[src/rtl/calc_pkg.sv]
// -----------------------------------------------------------------------------
// calc_pkg
// Shared types for the calculator sequencer slice.
//   state_t  : controller states, 3-bit encoding (also exported as state_o)
//   action_t : one decoded user action per NES frame
// -----------------------------------------------------------------------------
package calc_pkg;

    typedef enum logic [2:0] {
        ST_ENTER_A   = 3'd0,
        ST_ENTER_B   = 3'd1,
        ST_CHOOSE_OP = 3'd2,
        ST_CALC      = 3'd3,
        ST_SHOW      = 3'd4
    } state_t;

    typedef enum logic [2:0] {
        ACT_NONE   = 3'd0,
        ACT_UP     = 3'd1,
        ACT_DOWN   = 3'd2,
        ACT_LEFT   = 3'd3,
        ACT_RIGHT  = 3'd4,
        ACT_SELECT = 3'd5,
        ACT_A      = 3'd6,
        ACT_B      = 3'd7
    } action_t;

endpackage

[src/rtl/nes_btn_edge.sv]
// -----------------------------------------------------------------------------
// nes_btn_edge
// Turns raw NES button frames into at most one action per frame.
//   i_clk, i_reset_n      : clock, synchronous active-low reset
//   i_btn_valid           : one-cycle strobe, a new frame is on the button pins
//   i_up .. i_b_but       : decoded buttons, active-high
//   o_action              : highest-priority action of this frame (combinational)
//   o_act_valid           : high when o_action is meaningful this cycle
// Up/down auto-repeat: a held button fires again on frame REPEAT_FRAMES and on
// every frame after that, until released.
// -----------------------------------------------------------------------------
module nes_btn_edge
    import calc_pkg::*;
#(
    parameter int REPEAT_FRAMES = 30
) (
    input  logic    i_clk,
    input  logic    i_reset_n,
    input  logic    i_btn_valid,
    input  logic    i_up,
    input  logic    i_down,
    input  logic    i_left,
    input  logic    i_right,
    input  logic    i_select,
    input  logic    i_a_but,
    input  logic    i_b_but,
    output action_t o_action,
    output logic    o_act_valid
);

    localparam int CW = $clog2(REPEAT_FRAMES + 1);
    // A counter value of N means the button has already been held for N frames,
    // so the current frame is frame N+1.  Saturating at REPEAT_FRAMES-1 keeps
    // every later frame in the repeat window.
    localparam logic [CW-1:0] REP_LAST = CW'(REPEAT_FRAMES - 1);

    logic [6:0]    w_btn;
    logic [6:0]    w_press;
    logic [6:0]    r_prev;
    logic [CW-1:0] r_upCnt;
    logic [CW-1:0] r_dnCnt;
    logic          w_upRep;
    logic          w_dnRep;

    assign w_btn   = {i_a_but, i_b_but, i_up, i_down, i_left, i_right, i_select};
    assign w_press = w_btn & ~r_prev;
    assign w_upRep = i_up   && (r_upCnt == REP_LAST);
    assign w_dnRep = i_down && (r_dnCnt == REP_LAST);

    // Previous-frame image and hold counters advance only when a frame arrives,
    // so idle cycles between frames never count as releases.
    always_ff @(posedge i_clk) begin
        if (!i_reset_n) begin
            r_prev  <= '0;
            r_upCnt <= '0;
            r_dnCnt <= '0;
        end else if (i_btn_valid) begin
            r_prev <= w_btn;
            if (!i_up)
                r_upCnt <= '0;
            else if (r_upCnt != REP_LAST)
                r_upCnt <= r_upCnt + CW'(1);
            if (!i_down)
                r_dnCnt <= '0;
            else if (r_dnCnt != REP_LAST)
                r_dnCnt <= r_dnCnt + CW'(1);
        end
    end

    // Fixed priority: A > B > up > down > left > right > select.
    always_comb begin
        o_action = ACT_NONE;
        if (w_press[6])
            o_action = ACT_A;
        else if (w_press[5])
            o_action = ACT_B;
        else if (w_press[4] || w_upRep)
            o_action = ACT_UP;
        else if (w_press[3] || w_dnRep)
            o_action = ACT_DOWN;
        else if (w_press[2])
            o_action = ACT_LEFT;
        else if (w_press[1])
            o_action = ACT_RIGHT;
        else if (w_press[0])
            o_action = ACT_SELECT;
    end

    assign o_act_valid = i_btn_valid && (o_action != ACT_NONE);

endmodule

[src/rtl/calc_sequencer.sv]
// -----------------------------------------------------------------------------
// calc_sequencer
// Sequences a calculator session over an external add_sub / mux2 / sevenseg
// datapath from NES pad frames.
//   clk, reset_n           : clock, synchronous active-low reset
//   btn_valid, buttons     : NES frame strobe and decoded buttons
//   sum, diff, cout        : datapath results (WIDTH+1 bits) and adder carry
//   op_a, op_b, cin        : operands and carry-in to add_sub
//   sel_sub                : 0 = show sum, 1 = show diff
//   disp_val, led          : seven-segment value and overflow/borrow LED
//   state_o                : current state encoding
// All outputs come straight from registers.
// -----------------------------------------------------------------------------
module calc_sequencer
    import calc_pkg::*;
#(
    parameter int WIDTH         = 4,
    parameter int SETTLE        = 2,
    parameter int REPEAT_FRAMES = 30
) (
    input  logic             clk,
    input  logic             reset_n,
    input  logic             btn_valid,
    input  logic             up,
    input  logic             down,
    input  logic             left,
    input  logic             right,
    input  logic             select,
    input  logic             a_but,
    input  logic             b_but,
    input  logic [WIDTH:0]   sum,
    input  logic [WIDTH:0]   diff,
    input  logic             cout,
    output logic [WIDTH-1:0] op_a,
    output logic [WIDTH-1:0] op_b,
    output logic             cin,
    output logic             sel_sub,
    output logic [WIDTH:0]   disp_val,
    output logic             led,
    output logic [2:0]       state_o
);

    localparam int SW = (SETTLE > 1) ? $clog2(SETTLE) : 1;
    localparam logic [SW-1:0] SETTLE_LAST = SW'(SETTLE - 1);

    action_t          w_action;
    logic             w_actValid;
    action_t          w_act;

    state_t           r_state,    w_nextState;
    logic [WIDTH-1:0] r_opA,      w_nextOpA;
    logic [WIDTH-1:0] r_opB,      w_nextOpB;
    logic             r_cin,      w_nextCin;
    logic             r_selSub,   w_nextSelSub;
    logic [WIDTH:0]   r_disp,     w_nextDisp;
    logic             r_led,      w_nextLed;
    logic [SW-1:0]    r_settle,   w_nextSettle;

    nes_btn_edge #(
        .REPEAT_FRAMES (REPEAT_FRAMES)
    ) u_btnEdge (
        .i_clk       (clk),
        .i_reset_n   (reset_n),
        .i_btn_valid (btn_valid),
        .i_up        (up),
        .i_down      (down),
        .i_left      (left),
        .i_right     (right),
        .i_select    (select),
        .i_a_but     (a_but),
        .i_b_but     (b_but),
        .o_action    (w_action),
        .o_act_valid (w_actValid)
    );

    assign w_act = w_actValid ? w_action : ACT_NONE;

    // State and every output register share one synchronous reset, so a reset
    // in the middle of CALC simply drops the pending latch.
    always_ff @(posedge clk) begin
        if (!reset_n) begin
            r_state  <= ST_ENTER_A;
            r_opA    <= '0;
            r_opB    <= '0;
            r_cin    <= 1'b0;
            r_selSub <= 1'b0;
            r_disp   <= '0;
            r_led    <= 1'b0;
            r_settle <= '0;
        end else begin
            r_state  <= w_nextState;
            r_opA    <= w_nextOpA;
            r_opB    <= w_nextOpB;
            r_cin    <= w_nextCin;
            r_selSub <= w_nextSelSub;
            r_disp   <= w_nextDisp;
            r_led    <= w_nextLed;
            r_settle <= w_nextSettle;
        end
    end

    // Next-state and next-register logic.  CALC ignores actions entirely,
    // which keeps the operands and selects frozen while the adder settles.
    // The settle counter runs only inside CALC and is zero everywhere else.
    always_comb begin
        w_nextState  = r_state;
        w_nextOpA    = r_opA;
        w_nextOpB    = r_opB;
        w_nextCin    = r_cin;
        w_nextSelSub = r_selSub;
        w_nextDisp   = r_disp;
        w_nextLed    = r_led;
        w_nextSettle = '0;

        case (r_state)
            ST_ENTER_A: begin
                case (w_act)
                    ACT_UP:   w_nextOpA   = r_opA + WIDTH'(1);
                    ACT_DOWN: w_nextOpA   = r_opA - WIDTH'(1);
                    ACT_A:    w_nextState = ST_ENTER_B;
                    default:  ;
                endcase
            end
            ST_ENTER_B: begin
                case (w_act)
                    ACT_UP:     w_nextOpB   = r_opB + WIDTH'(1);
                    ACT_DOWN:   w_nextOpB   = r_opB - WIDTH'(1);
                    ACT_SELECT: w_nextCin   = ~r_cin;
                    ACT_A:      w_nextState = ST_CHOOSE_OP;
                    ACT_B:      w_nextState = ST_ENTER_A;
                    default:    ;
                endcase
            end
            ST_CHOOSE_OP: begin
                case (w_act)
                    ACT_LEFT:   w_nextSelSub = 1'b0;
                    ACT_RIGHT:  w_nextSelSub = 1'b1;
                    ACT_SELECT: w_nextSelSub = ~r_selSub;
                    ACT_A:      w_nextState  = ST_CALC;
                    ACT_B:      w_nextState  = ST_ENTER_B;
                    default:    ;
                endcase
            end
            ST_CALC: begin
                if (r_settle == SETTLE_LAST) begin
                    w_nextDisp  = r_selSub ? diff : sum;
                    w_nextLed   = r_selSub ? diff[WIDTH] : cout;
                    w_nextState = ST_SHOW;
                end else begin
                    w_nextSettle = r_settle + SW'(1);
                end
            end
            ST_SHOW: begin
                case (w_act)
                    ACT_A:   w_nextState = ST_ENTER_A;
                    ACT_B:   w_nextState = ST_CHOOSE_OP;
                    default: ;
                endcase
            end
            default: w_nextState = ST_ENTER_A;
        endcase

        // In the entry states the display tracks the operand being edited,
        // including on the very cycle the state is entered.
        if (w_nextState == ST_ENTER_A)
            w_nextDisp = {1'b0, w_nextOpA};
        else if (w_nextState == ST_ENTER_B)
            w_nextDisp = {1'b0, w_nextOpB};
    end

    assign op_a     = r_opA;
    assign op_b     = r_opB;
    assign cin      = r_cin;
    assign sel_sub  = r_selSub;
    assign disp_val = r_disp;
    assign led      = r_led;
    assign state_o  = r_state;

endmodule

[config.mk]
export PLATFORM = sky130hd
export DESIGN_NAME = calc_sequencer
export DESIGN_NICKNAME = d
export VERILOG_FILES = /design/src/rtl/calc_pkg.sv /design/src/rtl/nes_btn_edge.sv /design/src/rtl/calc_sequencer.sv
export SDC_FILE = /design/constraint.sdc
export NUM_CORES = 1
export LEC_CHECK = 0
export CAP_MARGIN = 5
export CORE_UTILIZATION = 45
export CTS_CLUSTER_SIZE = 8
export DETAILED_ROUTE_END_ITERATION = 10
export GPL_ROUTABILITY_DRIVEN = 0
export GPL_TIMING_DRIVEN = 0
export PLACE_DENSITY = 0.78
export SLEW_MARGIN = 20
export SYNTH_ARGS = -nofsm -noshare
export SYNTH_HDL_FRONTEND = slang
export SYNTH_HIERARCHICAL = 1
export SYNTH_SLANG_ARGS = --single-unit
[constraint.sdc]
create_clock -name clk -period 4.82 [get_ports clk]
set_input_delay 1.446 -clock clk [delete_from_list [all_inputs] [get_ports clk]]
set_output_delay 1.446 -clock clk [all_outputs]
set_load 0.005 [all_outputs]
# [Yosys cells after proc, flatten, opt, wreduce, memory -nomap -nowiden]
# Cells that the tools add are included.
[word_totals] output_inout_bits=19 elab_cells=91 in_bits=21 register_bits=37
[op_classes] n_reduce_logical=19 add_sub_neg=7 bitwise_logic=6 n_eq_ne=18 mux=29
[op_table] op="3-bit 2-to-1 mux" n=10
[op_table] op="5-bit 2-to-1 mux" n=5
[op_table] op="4-bit 2-to-1 mux" n=6
[op_table] op="3-bit case mux with 2 select lines" n=3
[op_table] op="4-bit case mux with 2 select lines" n=2
[op_table] op="3-bit == test (second input constant)" n=5
[op_table] op="3-bit case mux with 5 select lines" n=1
[op_table] op="3-bit by 2-bit == test with 1-bit output (second input constant)" n=4
[op_table] op="2-bit AND reduction" n=6
[op_table] op="3-bit nonzero test" n=4
[op_table] op="5-bit by 1-bit adder with 5-bit output (second input constant)" n=2
[op_table] op="5-bit == test (second input constant)" n=2
[op_table] op="5-bit inequality test (second input constant)" n=2
[op_table] op="3-bit by 1-bit == test with 1-bit output (second input constant)" n=3
[op_table] op="4-bit by 1-bit adder with 4-bit output (second input constant)" n=2
[op_table] op="4-bit by 1-bit subtractor with 4-bit output (second input constant)" n=2
[op_table] op="7-bit bitwise AND" n=1
[op_table] op="7-bit inverter" n=1
[op_table] op="3-bit zero test" n=2
[op_table] op="3-bit OR reduction" n=2
[op_table] op="2-bit by 1-bit inequality test with 1-bit output (second input constant)" n=2
[op_table] op="1-bit inverter" n=4
[op_table] op="1-bit logical AND" n=3
[op_table] op="1-bit case mux with 3 select lines" n=1
[op_table] op="3 further kinds" n=4

# [Logic depth before layout (Yosys ltp)]
[depth] ltp_word=18 depth_mapped=16 ltp_nobuf=16

# [Cells and area by module]
# Netlist, hierarchy kept.
[modules_own_cells] mod="calc_sequencer" cells_per_inst=142 n_inst=1 seq_area_each_um2=400.4 area_each_um2=1346.3
[modules_own_cells] mod="nes_btn_edge" cells_per_inst=106 n_inst=1 seq_area_each_um2=340.3 area_each_um2=932.1

# [Least setup slack after synthesis]
# OpenSTA, ideal clock, no wires.
[synth_path] path_kind="input-to-reg" start="input port right" end="register r_disp[3], in the netlist disp_val[3]" arrival_time_ps=3959 t_required_ps=4727 cell_stages=13 setup_ps=93 slack_ps=768 path_buffers=0 path_cell_list="nor2b_1 > nor2b_1 > o31ai_1 > and2b_2 > nand3b_2 > inv_2 > ha_1 > a21o_1 > a21oi_1 > mux2_4 > xnor2_2 > mux2i_1 > o311ai_2"
[synth_between] elab_chain_len=16 elab_cells_between_ends=30 classes_between="5 x eq/ne; 18 x mux; 1 x bitwise; 6 x reduce/logical"
[synth_lines] item="start: declaration" line_no="calc_sequencer.sv:27" rtl="input logic right,"
[synth_lines] item="7-bit bitwise AND (*)" line_no="nes_btn_edge.sv:46" rtl="assign w_press = w_btn & ~r_prev;"
[synth_lines] item="3-bit 2-to-1 mux (*)" line_no="nes_btn_edge.sv:83" rtl="else if (w_press[1])"
[synth_lines] item="3-bit 2-to-1 mux (*)" line_no="nes_btn_edge.sv:81" rtl="else if (w_press[2])"
[synth_lines] item="3-bit 2-to-1 mux (*)" line_no="nes_btn_edge.sv:79" rtl="else if (w_press[3] || w_dnRep)"
[synth_lines] item="3-bit 2-to-1 mux (*)" line_no="nes_btn_edge.sv:77" rtl="else if (w_press[4] || w_upRep)"
[synth_lines] item="3-bit 2-to-1 mux (*)" line_no="nes_btn_edge.sv:75" rtl="else if (w_press[5])"
[synth_lines] item="3-bit 2-to-1 mux (*)" line_no="nes_btn_edge.sv:73" rtl="if (w_press[6])"
[synth_lines] item="via w_action[2]" line_no="calc_sequencer.sv:46" rtl="action_t w_action;"
[synth_lines] item="3-bit nonzero test" line_no="nes_btn_edge.sv:89" rtl="assign o_act_valid = i_btn_valid && (o_action != ACT_NONE);"
[synth_lines] item="1-bit logical AND" line_no="nes_btn_edge.sv:89"
[synth_lines] item="3-bit 2-to-1 mux (*)" line_no="calc_sequencer.sv:76" rtl="assign w_act = w_actValid ? w_action : ACT_NONE;"
[synth_lines] item="3-bit == test (on tied branches)"
[synth_lines] item="3-bit case mux with 2 select lines, or another cell as far along" line_no="calc_sequencer.sv:154" rtl="case (w_act)"
[synth_lines] item="3-bit case mux with 5 select lines" line_no="calc_sequencer.sv:115" rtl="case (r_state)"
[synth_lines] item="3-bit by 1-bit == test with 1-bit output or 3-bit zero test (tied branches)" line_no="calc_sequencer.sv:167, calc_sequencer.sv:165"
[synth_lines] item="3-bit nonzero test (no line) or 4-bit 2-to-1 mux (tied branches)"
[synth_lines] item="2-bit AND reduction (no line) or 4-bit 2-to-1 mux (tied branches)"
[synth_lines] item="end signal: assignment" line_no="calc_sequencer.sv:96" rtl="r_disp <= w_nextDisp;"
[synth_lines] item="end: declaration" line_no="calc_sequencer.sv:55" rtl="logic [WIDTH:0] r_disp, w_nextDisp;"
# The timed path passes the listed nets; every way through them passes the cells marked *.
# A chain may end at the register's enable or synchronous reset.

# [Worst setup path in the final report]
[layout_path] start="input port up" end="register r_disp[3], in the netlist disp_val[3]"
[layout_between] elab_chain_len=14 elab_cells_between_ends=29 classes_between="5 x eq/ne; 15 x mux; 1 x bitwise; 8 x reduce/logical"
[layout_lines] item="start: declaration" line_no="calc_sequencer.sv:24" rtl="input logic up,"
[layout_lines] item="7-bit bitwise AND or 1-bit logical AND (tied branches)" line_no="nes_btn_edge.sv:46, nes_btn_edge.sv:47"
[layout_lines] item="1-bit logical OR (*)" line_no="nes_btn_edge.sv:77"
[layout_lines] item="3-bit 2-to-1 mux (*)" line_no="nes_btn_edge.sv:77"
[layout_lines] item="3-bit 2-to-1 mux (*)" line_no="nes_btn_edge.sv:75"
[layout_lines] item="3-bit 2-to-1 mux (*)" line_no="nes_btn_edge.sv:73"
[layout_lines] item="via w_action[2]" line_no="calc_sequencer.sv:46"
[layout_lines] item="3-bit nonzero test" line_no="nes_btn_edge.sv:89"
[layout_lines] item="1-bit logical AND" line_no="nes_btn_edge.sv:89"
[layout_lines] item="3-bit 2-to-1 mux (*)" line_no="calc_sequencer.sv:76"
[layout_lines] item="3-bit == test (on tied branches)"
[layout_lines] item="3-bit case mux with 2 select lines, or another cell as far along" line_no="calc_sequencer.sv:154"
[layout_lines] item="3-bit case mux with 5 select lines" line_no="calc_sequencer.sv:115"
[layout_lines] item="3-bit by 1-bit == test with 1-bit output or 3-bit zero test (tied branches)" line_no="calc_sequencer.sv:167, calc_sequencer.sv:165"
[layout_lines] item="3-bit nonzero test (no line) or 4-bit 2-to-1 mux (tied branches)"
[layout_lines] item="2-bit AND reduction (no line) or 4-bit 2-to-1 mux (tied branches)"
# Marked as above.

==> parameters.txt <==
Parameter                              Value

Run status
  Run status ... complete, no violations

Timing
  Shortest clock period the worst path allows after layout ... 4.58 ns
  Hold Violations, Final ... 0
  Period utilisation layout ... 94.9%
  Skew final ... 0.00724 ns
  Achievable Freq ... 219 MHz
  Final hold slack ... 0.464 ns
  Remaining max-slew budget at the tightest pin ... 59.9%
  Setup violation total in the final timing report ... 0
  Tightest Pin Transition ... 0.601 ns
  Number of pins exceeding their max-slew limit in the final report ... 0

Min path
  Hold crit path type ... flip-flop to flip-flop
  Hold Startpoint ... u_btnEdge/r_prev[4]
  Worst hold stages ... 2

Drt
  First-pass iteration count of the detailed router ... 4
  Number of vias per cell after detailed routing ... 5.25
  Count of antenna-violating nets left after detailed routing ... 0
  Per-cell routed wire length ... 13.4 um
  Total number of vias ... 1895
  DRC violations left ... 0
  Detailed-route wire length ... 4840 um
  Initial DRC count ... 121

Logic synthesis
  Net count of the mapped netlist ... 279
  Gate count after technology mapping ... 248
  Count of different cell masters after synthesis ... 56
  Syn_area_per_cell ... 9.19 um^2
  Cell type contributing the most total cell area after synthesis ... sky130_fd_sc_hd__dfxtp_1
  Post-synthesis cell area ... 2280 um^2
  Yosys warnings ... 6
  Most area-consuming cells after synthesis ... sky130_fd_sc_hd__dfxtp_1, sky130_fd_sc_hd__mux2i_1, sky130_fd_sc_hd__ha_1
  Sequential fraction of the synthesis area ... 32.5%
  Portion of synthesized cell area occupied by the leading cell type ... 32.5%
  Number of register bits inferred by synthesis ... 37

Global route
  Vias in the first global route ... 1672
  Largest net degree at the start of global routing ... 13
  Initial antenna violation count ... 0
  First-pass GRT wire length ... 8040 um
  Remaining global-route overflow ... 0
  GR Util All Layers ... 19.8%

Floorplanning
  Die area ... 5350 um^2
  Placement row count ... 25
  Die Width ... 73.2 um
  Core area ... 4790 um^2
  Number of top-level pins ... 40
  Initial core utilization ... 47.6%
  Die boundary height ... 73.2 um

Clock network
  CTS H-tree depth ... 2
  CTS resizes ... 0
  Clock tree from TritonCTS ... yes
  Number of clock buffers inserted by TritonCTS ... 5
  CTS sink count ... 37
  Maximum buffer depth of the clock tree ... 2
  Buffer cell driving the clock tree root ... sky130_fd_sc_hd__clkbuf_8
  Clk pin slew, worst setup/hold paths ... 0.08 ns
  Number of buffers inserted to repair setup after CTS ... 0
  Insertion delay of the later-clocked pin in the worst-skew pair ... 0.30 ns
  Hold Buf Count CTS ... 0

Power and ir drop
  Worst-case vdd ir drop ... 0.000193 V
  Leakage ... 1.10 nW
  Sw power ... 0.000192 W
  Comb power frac ... 20.8%
  Share of total power consumed by net switching ... 28.2%
  Cell-internal power ... 0.000487 W
  Power per Cell Area ... 240 nW/um^2
  Power consumption ... 0.000679 W
  Clock power share ... 31.3%
  Sequential fraction of design power ... 47.9%

Final layout
  Syn-to-layout area delta ... 24.4%
  Net total in the final layout ... 324
  Fraction of layout instances using a drive strength above 1 ... 15.3%
  ANT cells ... 0

Placement
  # port buffers ... 38
  DP Wirelength ... 3660 um

Worst setup path
  FF-to-FF Start ... u_btnEdge/r_dnCnt[1]
  Worst endpoint data arrival time ... 4.79 ns
  Worst r2r path cells ... 16
  Worst setup path start ... up
  Crit path capture type ... flip-flop
  Required time at the worst-slack endpoint ... 5.03 ns
  Kind of critical path ... primary input to flip-flop
  Worst-path fanout max ... 7
  Critical path launch point type ... primary input

Flow run
  Count of max-cap constraint violations ... 0
==> metrics by stage <==
step / util [%] / TNS [ns] / cell area, um^2 / instances / worst slack (ns)
6_report: 59.2 / 0 / 2830 / 361 / 0.245
3_3_place_gp: 57.3 / -0.405 / 2740 / 353 / -0.280
4_1_cts: 59.1 / 0 / 2830 / 361 / 0.0599
5_1_grt: 59.2 / -0.0204 / 2830 / 361 / -0.0204
2_1_floorplan: - / 0 / 2280 / 248 / 0.768
3_5_place_dp: 57.3 / -0.281 / 2740 / 353 / -0.216
==> cells in the mapped netlist (all sizes together) <==
cell type / number
xor2: 3
nor2: 18
and4: 5
o31a: 1
nand4: 5
o21ai: 17
o211ai: 1
nand3: 10
a2bb2oi: 1
nand2: 18
buf: 7
and2b: 1
nand2b: 2
a21boi: 1
nor2b: 14
fa: 2
mux2i: 20
o311ai: 2
inv: 12
or2: 1
a21oi: 12
and2: 3
a311oi: 1
ha: 8
clkbuf: 4
and3: 3
o221a: 1
nand3b: 5
a21o: 3
nor3: 5
a211oi: 3
o31ai: 2
dfxtp: 37
a31oi: 2
xnor2: 6
mux2: 8
o21a: 2
nor3b: 2
==> state kept, by name, indices dropped and copies added, names as in the netlist <==
name,cells
u_btnEdge/r_prev,7
disp_val,5
u_btnEdge/r_dnCnt,5
u_btnEdge/r_upCnt,5
op_a,4
op_b,4
state_o,3
cin,1
led,1
r_settle,1
sel_sub,1
==> logic make-up after synthesis <==
family                     Yosys count  share of synthesized area [%]
DFF                                 37                           32.5
xor gates and xnor gates             9                           3.79
and+or+nand+nor                     92                           23.0
AOI/OAI and AO/OA                   49                           16.6
buffers and inverters               23                           5.05
adders and majority gates           10                           6.15
muxes                               28                           12.9
==> routing by layer <==
metal	wire, um	GRT usage, %
met1	2420	28.5
met2	2160	29.3
met3	192	4.28
met4	63	6.54
met5	0	0
==> power by group through the flow <==
stage / registers (W) / clock network (W) / logic [W]
2_1_floorplan: 0.000331 / 0 / 0.0000910
3_3_place_gp: 0.000332 / 0 / 0.000138
3_5_place_dp: 0.000332 / 0 / 0.000140
4_1_cts: 0.000325 / 0.000217 / 0.000141
5_1_grt: 0.000327 / 0.000227 / 0.000155
6_report: 0.000325 / 0.000213 / 0.000141
==> area by class of cell <==
type / instances / area (um^2)
multi-input cells: 188 / 1430
clock inverters: 3 / 17.5
plain buffers: 11 / 70.1
repair buffers: 38 / 380
inverters: 12 / 45.0
fillers: 414 / 1950
clock buffers: 5 / 68.8
flip-flops and latches: 37 / 741
well taps: 67 / 83.8
==> cell usage in the layout, fill, tap and decap left out, types with 3 or more instances in the layout <==
cell type	count
sky130_fd_sc_hd__xnor2_1	5
sky130_fd_sc_hd__o21ai_0	11
sky130_fd_sc_hd__a21o_1	3
sky130_fd_sc_hd__a21oi_1	12
sky130_fd_sc_hd__and3_1	3
sky130_fd_sc_hd__buf_4	3
sky130_fd_sc_hd__dfxtp_1	37
sky130_fd_sc_hd__nand2_1	17
sky130_fd_sc_hd__nor2_1	18
sky130_fd_sc_hd__mux2_2	7
sky130_fd_sc_hd__nand3_1	10
sky130_fd_sc_hd__ha_1	8
sky130_fd_sc_hd__nor2b_1	14
sky130_fd_sc_hd__nor3_1	3
sky130_fd_sc_hd__nand4_1	5
sky130_fd_sc_hd__inv_1	11
sky130_fd_sc_hd__clkbuf_8	5
sky130_fd_sc_hd__and2_1	3
sky130_fd_sc_hd__clkbuf_1	4
sky130_fd_sc_hd__clkdlybuf4s50_1	38
sky130_fd_sc_hd__nand3b_1	4
sky130_fd_sc_hd__mux2i_1	20
sky130_fd_sc_hd__o21ai_1	4
sky130_fd_sc_hd__xor2_1	3
==> path summary, 6_finish.rpt <==
kind,endpoint,slack [ns]
worst max-delay path,disp_val[3],0.24
worst min-delay path,u_btnEdge/r_prev[4],0.46
worst max register to register,disp_val[3],1.09
worst min register to register,u_btnEdge/r_prev[4],0.46
==> worst max-delay path: stages <==
cell                              delay (ns)
sky130_fd_sc_hd__clkdlybuf4s50_1        0.54
sky130_fd_sc_hd__o21a_1                 0.22
sky130_fd_sc_hd__o31ai_2                0.56
sky130_fd_sc_hd__and2b_2                0.33
sky130_fd_sc_hd__nand3b_2               0.14
sky130_fd_sc_hd__inv_2                  0.09
sky130_fd_sc_hd__ha_1                   0.28
sky130_fd_sc_hd__a21o_1                 0.16
sky130_fd_sc_hd__a21oi_1                0.21
sky130_fd_sc_hd__mux2_4                 0.34
sky130_fd_sc_hd__xnor2_2                0.14
sky130_fd_sc_hd__mux2i_1                0.11
sky130_fd_sc_hd__o311ai_2               0.22
No activity file was read; power rests on OpenSTA's default activity.
